--- src/rtl/pla_cube_pkg.sv ---
// Shared types and helpers for the PLA cube matcher.
// The optional ESOP output mode is PLA_CUBE_XOR_OUT_EN; it only touches the top level.
package pla_cube_pkg;

  localparam int CUBE_W_DEF = 17;
  localparam int MAX_IN     = 64;
  localparam int MAX_CUBES  = 32;

  typedef struct packed {
    logic                  en;
    logic [CUBE_W_DEF-1:0] care;
    logic [CUBE_W_DEF-1:0] val;
  } cube_t;

  function automatic int idx_width(input int nCubes);
    return (nCubes > 2) ? $clog2(nCubes) : 1;
  endfunction

  // Operands are zero-extended to MAX_IN so any N_IN can share one helper.
  function automatic logic cube_hit(input logic en,
                                    input logic [MAX_IN-1:0] care,
                                    input logic [MAX_IN-1:0] val,
                                    input logic [MAX_IN-1:0] vec);
    return en & (((vec ^ val) & care) == '0);
  endfunction

  function automatic int prio_enc(input logic [MAX_CUBES-1:0] hits);
    int idx;
    idx = 0;
    for (int i = MAX_CUBES - 1; i >= 0; i--) begin
      if (hits[i]) idx = i;
    end
    return idx;
  endfunction

endpackage

--- src/rtl/pla_cube_table.sv ---
// Run-time programmable cube table with a one-write-per-two-cycles config handshake.
// Writes to indices at or beyond N_CUBES complete the handshake but change nothing.
module pla_cube_table
  import pla_cube_pkg::*;
#(
  parameter int N_IN    = 17,
  parameter int N_CUBES = 8,
  parameter int IDX_W   = idx_width(N_CUBES)
) (
  input  logic                      clk,
  input  logic                      rst,
  input  logic                      cfg_valid_i,
  output logic                      cfg_ready_o,
  input  logic [IDX_W-1:0]          cfg_idx_i,
  input  logic [N_IN-1:0]           cfg_care_i,
  input  logic [N_IN-1:0]           cfg_val_i,
  input  logic                      cfg_en_i,
  output logic [N_CUBES-1:0]        tab_en_o,
  output logic [N_CUBES*N_IN-1:0]   tab_care_o,
  output logic [N_CUBES*N_IN-1:0]   tab_val_o
);

  logic [N_CUBES-1:0]           en_q;
  logic [N_CUBES-1:0][N_IN-1:0] care_q;
  logic [N_CUBES-1:0][N_IN-1:0] val_q;
  logic                         cfgReady_q;
  logic                         cfgAccept;

  assign cfgAccept = cfg_valid_i & cfgReady_q;

  // Ready is forced low for the cycle after every accepted write.
  always_ff @(posedge clk or posedge rst) begin
    if (rst) begin
      en_q       <= '0;
      care_q     <= '0;
      val_q      <= '0;
      cfgReady_q <= 1'b1;
    end else begin
      cfgReady_q <= ~cfgAccept;
      for (int k = 0; k < N_CUBES; k++) begin
        if (cfgAccept && (int'(cfg_idx_i) == k)) begin
          en_q[k]   <= cfg_en_i;
          care_q[k] <= cfg_care_i;
          val_q[k]  <= cfg_val_i;
        end
      end
    end
  end

  assign cfg_ready_o = cfgReady_q;
  assign tab_en_o    = en_q;
  assign tab_care_o  = care_q;
  assign tab_val_o   = val_q;

endmodule

--- src/rtl/pla_cube_matcher.sv ---
// Two-stage sum-of-products evaluator over a programmable cube table.
// Define PLA_CUBE_XOR_OUT_EN to add the xor_mode input (ESOP evaluation of y).
module pla_cube_matcher
  import pla_cube_pkg::*;
#(
  parameter int N_IN    = 17,
  parameter int N_CUBES = 8,
  parameter int CNT_W   = 16,
  localparam int IDX_W  = idx_width(N_CUBES)
) (
  input  logic               clk,
  input  logic               rst,
  input  logic               cfg_valid,
  output logic               cfg_ready,
  input  logic [IDX_W-1:0]   cfg_idx,
  input  logic [N_IN-1:0]    cfg_care,
  input  logic [N_IN-1:0]    cfg_val,
  input  logic               cfg_en,
  input  logic               in_valid,
  input  logic [N_IN-1:0]    in_vec,
`ifdef PLA_CUBE_XOR_OUT_EN
  input  logic               xor_mode,
`endif
  input  logic               cnt_clr,
  output logic               out_valid,
  output logic               y,
  output logic [N_CUBES-1:0] hit_vec,
  output logic [IDX_W-1:0]   first_hit,
  output logic [CNT_W-1:0]   hit_cnt
);

  logic [N_CUBES-1:0]      tabEn;
  logic [N_CUBES*N_IN-1:0] tabCare;
  logic [N_CUBES*N_IN-1:0] tabVal;

  pla_cube_table #(
    .N_IN    (N_IN),
    .N_CUBES (N_CUBES),
    .IDX_W   (IDX_W)
  ) u_table (
    .clk         (clk),
    .rst         (rst),
    .cfg_valid_i (cfg_valid),
    .cfg_ready_o (cfg_ready),
    .cfg_idx_i   (cfg_idx),
    .cfg_care_i  (cfg_care),
    .cfg_val_i   (cfg_val),
    .cfg_en_i    (cfg_en),
    .tab_en_o    (tabEn),
    .tab_care_o  (tabCare),
    .tab_val_o   (tabVal)
  );

  logic              s1Valid_q;
  logic [N_IN-1:0]   s1Vec_q;
  logic              s1Xor_q;
  logic              s1Xor_d;

`ifdef PLA_CUBE_XOR_OUT_EN
  assign s1Xor_d = xor_mode;
`else
  assign s1Xor_d = 1'b0;
`endif

  logic [N_CUBES-1:0]   hit_d;
  logic                 y_d;
  logic [IDX_W-1:0]     firstHit_d;
  logic [MAX_IN-1:0]    vecW;
  logic [MAX_IN-1:0]    careW;
  logic [MAX_IN-1:0]    valW;
  logic [MAX_CUBES-1:0] hitW;

  // S2 evaluates against the table as it stands this cycle, so a write landing
  // on the same edge is only seen by later evaluations.
  always_comb begin
    vecW             = '0;
    vecW[N_IN-1:0]   = s1Vec_q;
    careW            = '0;
    valW             = '0;
    hit_d            = '0;
    for (int k = 0; k < N_CUBES; k++) begin
      careW           = '0;
      valW            = '0;
      careW[N_IN-1:0] = tabCare[k*N_IN +: N_IN];
      valW[N_IN-1:0]  = tabVal[k*N_IN +: N_IN];
      hit_d[k]        = cube_hit(tabEn[k], careW, valW, vecW);
    end
    hitW                = '0;
    hitW[N_CUBES-1:0]   = hit_d;
    y_d                 = s1Xor_q ? ^hit_d : |hit_d;
    firstHit_d          = y_d ? IDX_W'(prio_enc(hitW)) : '0;
  end

  logic               outValid_q;
  logic               y_q;
  logic [N_CUBES-1:0] hitVec_q;
  logic [IDX_W-1:0]   firstHit_q;
  logic [CNT_W-1:0]   hitCnt_q;

  // Result registers hold between valid results; the counter saturates and
  // cnt_clr wins over a simultaneous increment.
  always_ff @(posedge clk or posedge rst) begin
    if (rst) begin
      s1Valid_q  <= 1'b0;
      s1Vec_q    <= '0;
      s1Xor_q    <= 1'b0;
      outValid_q <= 1'b0;
      y_q        <= 1'b0;
      hitVec_q   <= '0;
      firstHit_q <= '0;
      hitCnt_q   <= '0;
    end else begin
      s1Valid_q  <= in_valid;
      if (in_valid) begin
        s1Vec_q <= in_vec;
        s1Xor_q <= s1Xor_d;
      end
      outValid_q <= s1Valid_q;
      if (s1Valid_q) begin
        y_q        <= y_d;
        hitVec_q   <= hit_d;
        firstHit_q <= firstHit_d;
      end
      if (cnt_clr) begin
        hitCnt_q <= '0;
      end else if (s1Valid_q && y_d && (hitCnt_q != '1)) begin
        hitCnt_q <= hitCnt_q + 1'b1;
      end
    end
  end

  assign out_valid = outValid_q;
  assign y         = y_q;
  assign hit_vec   = hitVec_q;
  assign first_hit = firstHit_q;
  assign hit_cnt   = hitCnt_q;

endmodule

--- config.mk ---
export PLATFORM = sky130hd
export DESIGN_NAME = pla_cube_matcher
export DESIGN_NICKNAME = d
export VERILOG_FILES = /design/src/rtl/pla_cube_pkg.sv /design/src/rtl/pla_cube_table.sv /design/src/rtl/pla_cube_matcher.sv
export SDC_FILE = /design/constraint.sdc
export NUM_CORES = 1
export LEC_CHECK = 0
export ABC_CLOCK_PERIOD_IN_PS = 12000
export BUFFER_PORTS_ARGS = -buffer_cell sky130_fd_sc_hd__buf_2
export CORE_MARGIN = 2
export CORE_UTILIZATION = 45
export CTS_BUF_LIST = sky130_fd_sc_hd__clkbuf_16
export DETAILED_ROUTE_END_ITERATION = 6
export PLACE_DENSITY = 0.64
export RECOVER_POWER = 50
export SYNTH_ARGS = -nofsm -noshare
export SYNTH_HDL_FRONTEND = slang
export SYNTH_SLANG_ARGS = --single-unit
--- constraint.sdc ---
create_clock -name clk -period 12 [get_ports clk]
set_input_delay 2.4 -clock clk [delete_from_list [all_inputs] [get_ports clk]]
set_output_delay 2.4 -clock clk [all_outputs]
set_load 0.05 [all_outputs]
==> results.toml, run 1 <==
[run_status]
status = "finished with violations"
violations = "capacitance limit, slew limit"

[sta]
max_slew.worst_pin.slew_ns = 4.91
finalMaxSlewViolations = 208
final.setup.tns_ns = 0
slew_headroom_pct = -229
hold_viol = 0
worst_slack_ns = 5.19
max_freq_mhz = 147
timing.final.crit_share_pct = 56.8
setup_viol = 0
skew_ns = 0.0146
min_period_ns = 6.81
rsz0062_at_grt = "false"

[worst_setup_path]
r2r_cells = 8
worstSetupStartpoint = "rst"
r2r_start = "s1Vec_q[10]"
cp.required_ns = 12.50
cp_max_fo = 111
worst_setup_path_end_kind = "asynchronous set/reset pin"
crit_type = "primary input to asynchronous set/reset pin"
start_kind = "primary input"
worst_ep_arrival_time_ns = 7.31

[place]
place_ws_ns = 6.88
dp_hpwl_um = 21100
gp_congestion = 0.820
io_buffers = 89

[pwr]
power.net_switching_mw = 0.890
power.density_mw_per_mm2 = 193
p_clk_share_pct = 32.1
internal_power_mw = 2.24
total_power_mw = 3.13
irDropWorstVdd_mv = 0.0931
p_leak_nw = 7.15
pwr-share-comb_pct = 19.4
switching_share_pct = 28.4
seq_power_share_pct = 48.5

[clocking]
cts_buffer_depth = 3
path_clk_slew_ns = 0.06
numCtsBuffers = 36
clockRootBuffer = "clkbuf_16"
clk_latency_ns = 0.52
hold_buffers = 0
clock-sinks = 328
post-cts-setup-buffer-count = 0
cts-htree-levels = 2
cts_resized = 0
cts_tree = "yes"

[logic_synthesis]
ys_async_sr_fraction_pct = 100
yosys_warnings = 0
synth_cells = 1041
synth_flop_cell = "dfrtp_1"
syn-cell-area_sq_mm = 0.0145
synth_edf_count = 0
yosysUniqueCellTypes = 43
avgSynthCellArea_sq_um = 13.9
syn-num-nets = 1102
yosysTopAreaCellShare_pct = 56.5
synth_area_leaders = "dfrtp_1, mux2_2, xor2_1"
yosys.area.top_type = "dfrtp_1"
synth_seq_area_share_pct = 56.7
ys_ff_latch = 328

[grt]
antenna_found_initial = 0
grt_overflow = 0
grt_pass1_wl_um = 51000
track_usage_pct = 19.7
grt_pass1_vias = 8630
grt_max_degree = 112

[run]
drv_cap = 5

[die]
die_height_um = 183
row_count = 65
coreArea_sq_mm = 0.0316
io_pins = 90
die-width_um = 183
dieArea_sq_mm = 0.0336
initial_core_util_pct = 45.8

[detailed_routing]
drcViolationCount = 0
drt_iter0_drc = 389
dr.pass1.iters = 4
viasPerCell = 5.43
wirelength_um = 31800
ant_nets = 0
vias = 8416
wl_per_cell_um = 20.5

[finish]
drive_gt1_share_pct = 36.9
area_growth_pct = 12.2
layout_common_cells = "dfrtp_1, mux2_2, xor2_1, a22oi_1, buf_2"
post-route-util_pct = 51.3
final_common_cell = "dfrtp_1"
nets = 1182
n_antenna_cell = 0

[min_path]
hold_path_depth = 1
min-delay-start = "u_table.cfg_ready_o"
hp-class = "register to register"
-- power groups by stage --
stage	clock (mW)	combinational [mW]	sequential (mW)
final	1.01	0.608	1.52
after floorplan	0	0.471	1.50
after global routing	1.09	0.671	1.55
after detailed placement	0	0.622	1.54
after CTS	1.03	0.627	1.52
after global placement	0	0.612	1.53
-- path summary, 6_finish.rpt --
kind,endpoint,slack [ns]
max reg2reg,hit_cnt[13],7.92
min in group asynchronous,u_table.tab_care_o[135],3.41
min reg2reg,u_table.cfg_ready_o,0.47
max,u_table.tab_care_o[113],5.19
max in group clk,u_table.tab_care_o[130],7.02
min,u_table.cfg_ready_o,0.47
-- state kept, by name, indices dropped and copies added (netlist names) --
| name | cells |
|---|---|
| hit_cnt | 16 |
| out_valid | 1 |
| y | 1 |
| s1Valid_q | 1 |
| hit_vec | 8 |
| s1Vec_q | 17 |
| first_hit | 3 |
| u_table.tab_care_o | 136 |
| u_table.cfg_ready_o | 1 |
| u_table.tab_val_o | 136 |
| u_table.tab_en_o | 8 |
-- cells in the mapped netlist (5+ instances only) --
cell,number
dfrtp_1,327
or3_1,6
a22oi_1,64
mux2_2,309
a21oi_1,10
nand2_1,31
or4_1,5
buf_4,5
inv_1,8
clkbuf_1,31
nor2_1,21
buf_2,10
nor4_1,5
o21ai_0,5
xor2_1,136
nand4_1,16
nor3_1,6
-- worst max-delay path: stages --
cell	delay, ns
buf_2	0.10
clkinvlp_2	2.72
buf_4	1.06
buf_4	0.91
-- layout make-up --
cell class / instances / area, sq um
flip-flops and latches: 328 / 8210
inverters: 8 / 31.3
well taps: 402 / 503
multi-input cells: 652 / 5980
fillers: 2779 / 15400
clock inverters: 27 / 143
repair buffers: 95 / 448
clock buffers: 37 / 926
-- cell families (layout without fill, tap and decap cells) --
group	count (synthesis)	count (layout)	share of synthesized area, %
flops	328	328	56.7
mux	310	310	24.1
xor+xnor	139	139	8.41
simple gates	109	109	4.05
compound gates	93	93	4.62
buf+inv	61	167	2.01
fa+ha+maj	1	1	0.0864
-- metrics by stage --
step                area (sq um)  hold WS [ns]  std cells
detailed placement         15300         0.453       1485
global placement           15300         0.448       1485
finish                     16200         0.473       1549
floorplan                  14500         0.352       1041
CTS                        16300         0.475       1549
global route               16200         0.492       1549
-- metal layers --
metal  wire (um)  track usage, %  vias to the layer above
li1            -               -                     3886
met1       15200            28.4                     4345
met2       14900            31.8                      146
met3        1200            2.78                       39
met4         507            4.42                        0
met5           0               0                        -
Note: power is estimated with default switching activity, not from simulation.
==> run 2, diff against run 1 <==
--- a/config.mk
+++ b/config.mk
@@ -5,7 +5,7 @@
 export SDC_FILE = /design/constraint.sdc
 export NUM_CORES = 1
 export LEC_CHECK = 0
-export ABC_CLOCK_PERIOD_IN_PS = 12000
+export ABC_CLOCK_PERIOD_IN_PS = 6000
 export BUFFER_PORTS_ARGS = -buffer_cell sky130_fd_sc_hd__buf_2
 export CORE_MARGIN = 2
 export CORE_UTILIZATION = 45
==> constraint.sdc (replaced) <==
create_clock -name clk -period 6 [get_ports clk]
set_input_delay 1.2 -clock clk [delete_from_list [all_inputs] [get_ports clk]]
set_output_delay 1.2 -clock clk [all_outputs]
set_load 0.05 [all_outputs]
==> results.toml, run 2 (synthesis gave the netlist of run 1 again) <==
[sta]
hold_viol = 0
rsz0062_at_grt = "false"
max_slew.worst_pin.slew_ns = 2.57
skew_ns = 0.0198
setup_viol = 0
worst_hold_slack_ns = 0.478
final.setup.tns_ns = 0
slew_headroom_pct = -71.3
min_period_ns = 4.07
finalMaxSlewViolations = 316
timing.final.crit_share_pct = 67.9
max_freq_mhz = 245

[run_status]
violations = "capacitance limit, slew limit"
status = "finished with violations"

[worst_setup_path]
crit_type = "primary input to asynchronous set/reset pin"
cp.required_ns = 6.08
worst_ep_arrival_time_ns = 4.15
crit_slowest_cell = "clkbuf_4"
start_kind = "primary input"
worst_setup_path_end_kind = "asynchronous set/reset pin"
cp_max_fo = 188
cpPeakStageDelay_ns = 1.93
crit_chain = "buf_2, clkinvlp_2, clkbuf_4"

[grt]
grt_pass1_vias = 8756
track_usage_pct = 19.9
antenna_found_initial = 1
grt_overflow = 0
grt_pass1_wl_um = 51700
grt_max_degree = 189

[clocking]
clk_latency_ns = 0.52
cts_buffer_depth = 3
post-cts-setup-buffer-count = 0
clock-sinks = 328
cts-htree-levels = 2
path_clk_slew_ns = 0.06
numCtsBuffers = 37
clockRootBuffer = "clkbuf_16"
cts_tree = "yes"
cts_resized = 0
hold_buffers = 0

[place]
dp_hpwl_um = 21500
gp_congestion = 0.795
io_buffers = 89

[finish]
drive_gt1_share_pct = 39.3
final_common_cell = "dfrtp_1"
area_growth_pct = 13.0
layout_common_cells = "dfrtp_1, mux2_2, xor2_1, buf_2, a22oi_1"
post-route-util_pct = 51.7
nets = 1185

[detailed_routing]
viasPerCell = 5.48
wirelength_um = 32600
drt_iter0_drc = 438
dr.pass1.iters = 4
vias = 8506
drcViolationCount = 0
ant_nets = 0
wl_per_cell_um = 21.0

[die]
initial_core_util_pct = 45.8
die-width_um = 183
dieArea_sq_mm = 0.0336
coreArea_sq_mm = 0.0316
row_count = 65
die_height_um = 183
io_pins = 90

[run]
drv_cap = 6

[pwr]
irDropWorstVdd_mv = 0.257
p_leak_nw = 7.27
power.density_mw_per_mm2 = 389

[min_path]
hp-class = "register to register"
## run 2: cell count changes in the layout (fill, tap and decap cells not counted), moves of 2 or more
cell / previous run / this run
clkinv_2: 1 / 4
buf_2: 58 / 81
clkbuf_1: 32 / 10
inv_1: 19 / 15
clkbuf_16: 37 / 39
## run 2: final timing paths
kind	from	end	slack [ns]	depth (start not counted)
worst max register to register	s1Vec_q[16]	hit_cnt[11]	2.33	8
worst max-delay path	rst	u_table.tab_care_o[4]	1.93	3
min in group asynchronous	rst	u_table.tab_care_o[17]	0.92	2
max in group clk	s1Vec_q[16]	hit_cnt[11]	2.33	8
worst min register to register	u_table.cfg_ready_o	u_table.cfg_ready_o	0.48	1
worst min-delay path	u_table.cfg_ready_o	u_table.cfg_ready_o	0.48	1
## run 2: metal layers
| metal | vias up | track usage, % | routed length [um] |
|---|---|---|---|
| met4 | 0 | 4.35 | 455 |
| met2 | 150 | 31.9 | 15300 |
| met3 | 31 | 3.20 | 1450 |
| met5 | - | 0 | 0 |
| li1 | 3898 | - | - |
| met1 | 4427 | 28.8 | 15300 |
## run 2: final cells by class
class / instances / area, sq um
Antenna cell: 1 / 2.50
Clock buffer: 39 / 976
Clock inverter: 26 / 141
Fill cell: 2750 / 15300
Inverter: 8 / 31.3
Multi-Input combinational cell: 652 / 5990
Sequential cell: 328 / 8210
Tap cell: 402 / 503
Timing Repair Buffer: 97 / 500
## run 2: worst max-delay path, delay by kind of cell
family,cells,cell delay (ns)
buffers and inverters,3,2.71
## run 2: where the power goes
group          internal (mW)  switching [mW]
Clock                   1.21           0.869
Combinational          0.628           0.620
Sequential              2.71           0.331
Total                   4.55            1.82
## run 2: through the flow
step | total power, mW | cells | area (sq um) | setup slack (ns)
after floorplan | 3.95 | 1041 | 14500 | 0.422
after global placement | 4.31 | 1487 | 15300 | 2.43
after detailed placement | 4.35 | 1487 | 15300 | 2.45
after CTS | 6.45 | 1552 | 16400 | 2.43
after global routing | 6.69 | 1552 | 16300 | 1.30
final | 6.37 | 1553 | 16300 | 1.93
